==> config.mk <==
export PLATFORM = sky130hd
export DESIGN_NAME = mix_columns_seq
export DESIGN_NICKNAME = d
export VERILOG_FILES = /design/src/rtl/mix_columns_seq.sv
export SDC_FILE = /design/constraint.sdc
export NUM_CORES = 1
export LEC_CHECK = 0
export ABC_AREA = 1
export CORE_MARGIN = 1.5
export CORE_UTILIZATION = 40
export DETAILED_ROUTE_END_ITERATION = 12
export SYNTH_ARGS = -nofsm -noshare
export SYNTH_HDL_FRONTEND = slang
export SYNTH_SLANG_ARGS = --single-unit
==> constraint.sdc <==
create_clock -name clk -period 3.4 [get_ports clk]
set_input_delay 0.68 -clock clk [delete_from_list [all_inputs] [get_ports clk]]
set_output_delay 0.68 -clock clk [all_outputs]
set_load 0.01 [all_outputs]
==> src/rtl/mix_columns_seq.sv <==
// Column-serial AES MixColumns stage: one 32-bit column per clock, result held
// until the next round stage accepts it; bypass passes the state through unchanged.
module mix_columns_seq #(
    parameter int unsigned NB   = 128,
    parameter int unsigned BYTE = 8
) (
    input  logic          clk,
    input  logic          rst_n,
    input  logic          in_valid,
    output logic          in_ready,
    input  logic [NB-1:0] in_data,
    input  logic          in_bypass,
    output logic          out_valid,
    input  logic          out_ready,
    output logic [NB-1:0] out_data
);

    localparam int unsigned COLW = 4 * BYTE;
    localparam int unsigned NCOL = NB / COLW;
    localparam int unsigned CW   = 2;

    typedef enum logic [1:0] {
        IDLE = 2'd0,
        BUSY = 2'd1,
        DONE = 2'd2
    } state_t;

    state_t          state_q, state_d;
    logic [CW-1:0]   col_q, col_d;
    logic [NB-1:0]   data_q, data_d;
    logic            in_ready_d;
    logic            out_valid_d;
    logic [NB-1:0]   out_data_d;

    // GF(2^8) multiply by 2 with the AES reduction polynomial
    function automatic logic [BYTE-1:0] xtime(input logic [BYTE-1:0] x);
        return {x[BYTE-2:0], 1'b0} ^ (x[BYTE-1] ? BYTE'(8'h1b) : BYTE'(0));
    endfunction

    function automatic logic [COLW-1:0] mix_col(input logic [COLW-1:0] col);
        logic [BYTE-1:0] a0, a1, a2, a3;
        logic [BYTE-1:0] d0, d1, d2, d3;
        logic [BYTE-1:0] b0, b1, b2, b3;
        a0 = col[0*BYTE +: BYTE];
        a1 = col[1*BYTE +: BYTE];
        a2 = col[2*BYTE +: BYTE];
        a3 = col[3*BYTE +: BYTE];
        d0 = xtime(a0);
        d1 = xtime(a1);
        d2 = xtime(a2);
        d3 = xtime(a3);
        b0 = d0 ^ (d1 ^ a1) ^ a2 ^ a3;
        b1 = a0 ^ d1 ^ (d2 ^ a2) ^ a3;
        b2 = a0 ^ a1 ^ d2 ^ (d3 ^ a3);
        b3 = (d0 ^ a0) ^ a1 ^ a2 ^ d3;
        return {b3, b2, b1, b0};
    endfunction

    // State and datapath registers
    always_ff @(posedge clk or negedge rst_n) begin
        if (!rst_n) begin
            state_q   <= IDLE;
            col_q     <= '0;
            data_q    <= '0;
            in_ready  <= 1'b0;
            out_valid <= 1'b0;
            out_data  <= '0;
        end else begin
            state_q   <= state_d;
            col_q     <= col_d;
            data_q    <= data_d;
            in_ready  <= in_ready_d;
            out_valid <= out_valid_d;
            out_data  <= out_data_d;
        end
    end

    // Next-state, column processing and output register inputs
    always_comb begin
        state_d     = state_q;
        col_d       = col_q;
        data_d      = data_q;
        in_ready_d  = in_ready;
        out_valid_d = out_valid;
        out_data_d  = out_data;

        unique case (state_q)
            IDLE: begin
                in_ready_d = 1'b1;
                if (in_valid && in_ready) begin
                    data_d     = in_data;
                    in_ready_d = 1'b0;
                    if (in_bypass) begin
                        state_d     = DONE;
                        out_valid_d = 1'b1;
                        out_data_d  = in_data;
                    end else begin
                        state_d = BUSY;
                        col_d   = '0;
                    end
                end
            end
            BUSY: begin
                for (int unsigned c = 0; c < NCOL; c++) begin
                    if (col_q == CW'(c)) begin
                        data_d[c*COLW +: COLW] = mix_col(data_q[c*COLW +: COLW]);
                    end
                end
                col_d = col_q + CW'(1);
                if (col_q == CW'(NCOL - 1)) begin
                    state_d     = DONE;
                    out_valid_d = 1'b1;
                    out_data_d  = data_d;
                end
            end
            DONE: begin
                if (out_ready) begin
                    state_d     = IDLE;
                    out_valid_d = 1'b0;
                    in_ready_d  = 1'b1;
                end
            end
            default: begin
                state_d     = IDLE;
                in_ready_d  = 1'b0;
                out_valid_d = 1'b0;
            end
        endcase
    end

endmodule
# ---- After elaboration in Yosys (flattened, before gate mapping)
# Index checks and enable logic that the tools add are counted.
dict set report classes {
  n_mux 42
  addsub 1
  eq_ne 10
  n_reduce_logical 10
  bitwise_logic 81
}
# operator count
set op_table {}
lappend op_table {{128-bit two-way mux} 4}
lappend op_table {{128-bit one-hot mux with 2 select lines} 2}
lappend op_table {{8-bit bitwise XOR} 64}
lappend op_table {{32-bit two-way mux} 4}
lappend op_table {{8-bit by 5-bit bitwise XOR with 8-bit output} 16}
lappend op_table {{5-bit two-way mux} 16}
lappend op_table {{2-bit two-way mux} 6}
lappend op_table {{2-bit inequality test (second input constant)} 5}
lappend op_table {{4-bit AND reduction} 2}
lappend op_table {{2-bit equality test (second input constant)} 3}
lappend op_table {{1-bit two-way mux} 6}
lappend op_table {{1-bit one-hot mux with 3 select lines} 2}
lappend op_table {{2-bit one-hot mux with 3 select lines} 1}
lappend op_table {{3-bit AND reduction} 2}
lappend op_table {{2-bit by 1-bit equality test with 1-bit output (second input constant)} 2}
lappend op_table {{2-bit logical NOT} 2}
lappend op_table {{2-bit one-hot mux with 2 select lines} 1}
lappend op_table {{2-bit AND reduction} 2}
lappend op_table {{2-bit by 1-bit adder with 2-bit output (second input constant)} 1}
lappend op_table {{2-bit nonzero test} 1}
lappend op_table {{1-bit logical AND} 1}
lappend op_table {{1-bit NOT} 1}
dict set report totals {
  register_bits 262
  input_bits 133
  out_inout_bits 130
  elab_cells 150
}

# ---- Longest topological paths before layout
dict set report logic_depth {
  depth_word 9
  depth_mapped 13
  ltp_nobuf 12
}

# ---- Worst setup path before layout
# OpenSTA, ideal clock, no wires.
dict set report synth_path {
  kind {input-to-reg}
  startpoint {in in_valid}
  endpoint {reg out_data[100]}
  stages 9
  t_arrival_ns 1.716
  path_buffers 2
  setup_slack_ns 1.567
  path_cell_list {nand2_1 -> a21oi_2 -> inv_2 -> nor2_4 -> inv_2 -> buf_6 -> buf_2 -> nand2_1 -> nand2_1}
}
dict set report synth_via {
  elab_chain_cells 3
}
# element line_no
set synth_rtl {}
lappend synth_rtl {{start: declaration} 9} ;# input logic in_valid,
lappend synth_rtl {{1-bit logical AND} 90} ;# if (in_valid && in_ready) begin
lappend synth_rtl {{2-bit inequality test (no source line)} -}
lappend synth_rtl {{4-bit AND reduction (no source line)} -}
lappend synth_rtl {{end signal: assignment} 74} ;# out_data <= out_data_d;
lappend synth_rtl {{end: declaration} 15} ;# output logic [NB-1:0] out_data
# Every way passes these cells.
# A chain may end at the register's enable or synchronous reset.

# ---- Final worst setup path
dict set report layout_path {
  startpoint {in in_valid}
  endpoint {reg data_q[1]}
}
dict set report layout_via {
  elab_chain_cells 3
}
# element line_no
set layout_rtl {}
lappend layout_rtl {{1-bit logical AND} 90}
lappend layout_rtl {{2-bit inequality test (no source line)} -}
lappend layout_rtl {{2-bit AND reduction (no source line)} -}
lappend layout_rtl {{end signal: assignment} 71} ;# data_q <= data_d;
lappend layout_rtl {{end: declaration} 30} ;# logic [NB-1:0] data_q, data_d;
# Every way passes these cells.

==> impl_metrics.tcl <==
set metrics [dict create \
    status "finished clean" \
    seq_power_share_pct 24.0 \
    path_buf_inv 4 \
    swShare_pct 52.9 \
    ctsHtreeMaxLevel 2 \
    fin_worst_skew_ns 0.0220 \
    vias_per_cell 5.09 \
    final-seq-area_um2 6560 \
    initial_core_util_pct 40.7 \
    clock_power_share_pct 13.7 \
    p_sw_mw 15.3 \
    syn_inst 3464 \
    p_int_mw 13.7 \
    tns_ns 0 \
    cts_hold_buf 0 \
    fp.dieH_um 226 \
    drive_gt1_share_pct 2.35 \
    cts_tree "done" \
    synth-edff-count 0 \
    cap_violations 0 \
    die_w_um 226 \
    num_rows 81 \
    routedWlPerCell_um 15.7 \
    max_freq_ghz 0.405 \
    total_power_mw 29.0 \
    synth_area_um2 19900 \
    drt_iter0_drc 1633 \
    grt_pass1_wl_mm 108 \
    multi_input_area_um2 11900 \
    rsz0062_at_grt "no" \
    period_share_pct 72.6 \
    clk_path_buf_depth 3 \
    layout_common_cells "nand2_1, nand3_1, dfrtp_1, clkdlybuf4s50_1, inv_1" \
    leakage_nw 13.2 \
    endpoint_kind "flip-flop" \
    setup_violations 0 \
    ios 263 \
    cp_top_family "buffers and inverters" \
    grt_pass1_vias 20240 \
    r2r_slack_ns 1.03 \
    cpPeakStageDelay_ns 0.79 \
    dpl.hpwl_mm 46.8 \
    numPortBuffers 262 \
    via_count 21832 \
    ant_nets 0 \
    yosys_most_used_dff "dfrtp_1" \
    final_common_cell "nand2_1" \
    worst_pin_slew_ns 1.26 \
    hold_viol_final 0 \
    final-max-slew-violation-count 0 \
    place_congestion 0.883 \
    ys_ff_latch 262 \
    diodes 0 \
    area_delta_synth_final_pct 20.5 \
    fp.coreArea_um2 49100 \
    fill_cells 5121 \
    cts_resized 0 \
    clk_pin_slew_worst_paths_ns 0.06 \
    crit_path_max_fanout 74 \
    min_period_ns 2.47 \
    path_cells "clkdlybuf4s50_1, nand2_1, a21oi_4, clkinv_2, buf_4, buf_4, nand2_1, nand2_1" \
    vdd_ir_drop_max_uv 830 \
    cts_setup_buffers 0 \
    numCtsBuffers 34 \
    crit_slowest_cell "buf_4" \
    power.density_nw_per_um2 1200 \
    start_kind "input port" \
    hp-class "input port to async pin" \
    die_area_um2 51200 \
    drcViolationCount 0 \
    root_buffer "clkbuf_16" \
    synth_warnings 0 \
    worst_path_most_repeated_cell "nand2_1" \
    syn_area_per_cell_um2 5.76 \
    antenna_found_initial 1 \
    layout.nets 3734 \
    grt_max_degree 142 \
    yosysUniqueCellTypes 27 \
    routed_wl_mm 67.3 \
    crit_type "input port to flip-flop" \
    slew_headroom_pct 15.6 \
    clkLatencyLatePin_ns 0.57 \
    required_ns 3.89 \
    first_pass_iters 6 \
    track_usage_pct 26.3 \
    overflow 0 \
    crit_arrival_ns 2.96 \
    combPwrFrac_pct 62.3 \
    seq_area_frac_synth_pct 32.9 \
    ys_async_sr_fraction_pct 100 \
    syn-num-nets 3601 \
    cts.sinks 262 \
]
## metrics by stage
step	setup slack [ns]	hold slack, ns	instance area (um^2)	util [%]	std cells
after CTS	0.950	0.0837	24000	49.0	4285
after global routing	0.734	0.119	24000	49.0	4285
after global placement	0.411	0.461	22900	46.6	4225
final	0.932	0.0646	24000	49.0	4285
after floorplan	1.57	0.384	19900	-	3464
after detailed placement	0.369	0.464	22900	46.6	4225
## final timing paths
| path | end | startpoint | depth (start not counted) |
|---|---|---|---|
| hold / removal | out_data[108]$_DFFE_PN0P_ | rst_n | 1 |
| setup / recovery | data_q[1]$_DFFE_PN0P_ | in_valid | 8 |
| min in group clk | out_data[27]$_DFFE_PN0P_ | out_data[27]$_DFFE_PN0P_ | 2 |
| setup reg to reg | out_data[88]$_DFFE_PN0P_ | state_q[1]$_DFFE_PN0P_ | 8 |
| hold reg to reg | out_data[27]$_DFFE_PN0P_ | out_data[27]$_DFFE_PN0P_ | 2 |
| max in group asynchronous | out_data[44]$_DFFE_PN0P_ | rst_n | 2 |
## layer usage
metal	global-route usage [%]	share of wire [%]	vias up
met1	36.2	46	10101
met4	7.33	2.3	2
met2	42.8	45	640
met3	3.73	6.0	96
met5	0	0.025	-
li1	-	-	10993
## worst reg2reg max path: stages, from the launching register on
cell and delay [ns]:
dfrtp_1 0.46, nor2_2 0.13, inv_6 0.52, buf_4 0.55, a21oi_1 0.10, o21ai_0 0.21, nand2_1 0.14, nand2_1 0.09
nand2_1 0.06
## Yosys cell counts (2+ instances only)
cell type	n	area, um^2
a22oi_1	32	240
clkbuf_1	104	390
ha_1	4	50.1
buf_4	3	22.5
dfrtp_1	262	6560
nand3b_1	21	158
nor2_1	45	169
nand3_1	274	1370
xor2_1	36	315
a31oi_1	26	163
clkinv_1	9	33.8
a21oi_1	114	571
o21ai_1	11	55.1
nand2b_1	6	37.5
inv_2	4	15.0
buf_1	6	22.5
nor2_2	2	12.5
o21ai_0	17	85.1
buf_2	73	365
nand2_1	2203	8270
inv_1	162	608
xnor2_1	45	394
## cells by family after synthesis
kind of cell	synth area share (%)
flip-flops	32.9
AND/OR/NAND/NOR	50.3
XOR/XNOR	3.56
buffers and inverters	7.36
AO/OA/AOI/OAI	5.66
adder cells (fa/ha/maj)	0.251
## sequential cells by signal, summed over array words and instances (netlist names)
name and cells:
out_data 128, out_valid 1, in_ready 1, state_q 2
data_q 128, col_q 2
## power groups by stage
| stage | sequential (mW) | clock (mW) | combinational [mW] |
|---|---|---|---|
| 2_1_floorplan | 5.90 | 0 | 13.6 |
| 3_3_place_gp | 6.94 | 0 | 17.6 |
| 3_5_place_dp | 6.94 | 0 | 17.9 |
| 4_1_cts | 6.92 | 4.06 | 18.0 |
| 5_1_grt | 7.22 | 4.15 | 20.6 |
| 6_report | 6.96 | 3.96 | 18.0 |
## area by class of cell
class,count,area share [%]
multi-input combinational,2840,49.6
clock inverter,15,1.04
sequential,262,27.3
tap,664,3.46
clock buffer,45,3.92
timing repair buffer,284,11.9
inverter,175,2.77
Power figures use the tool's default switching activity.
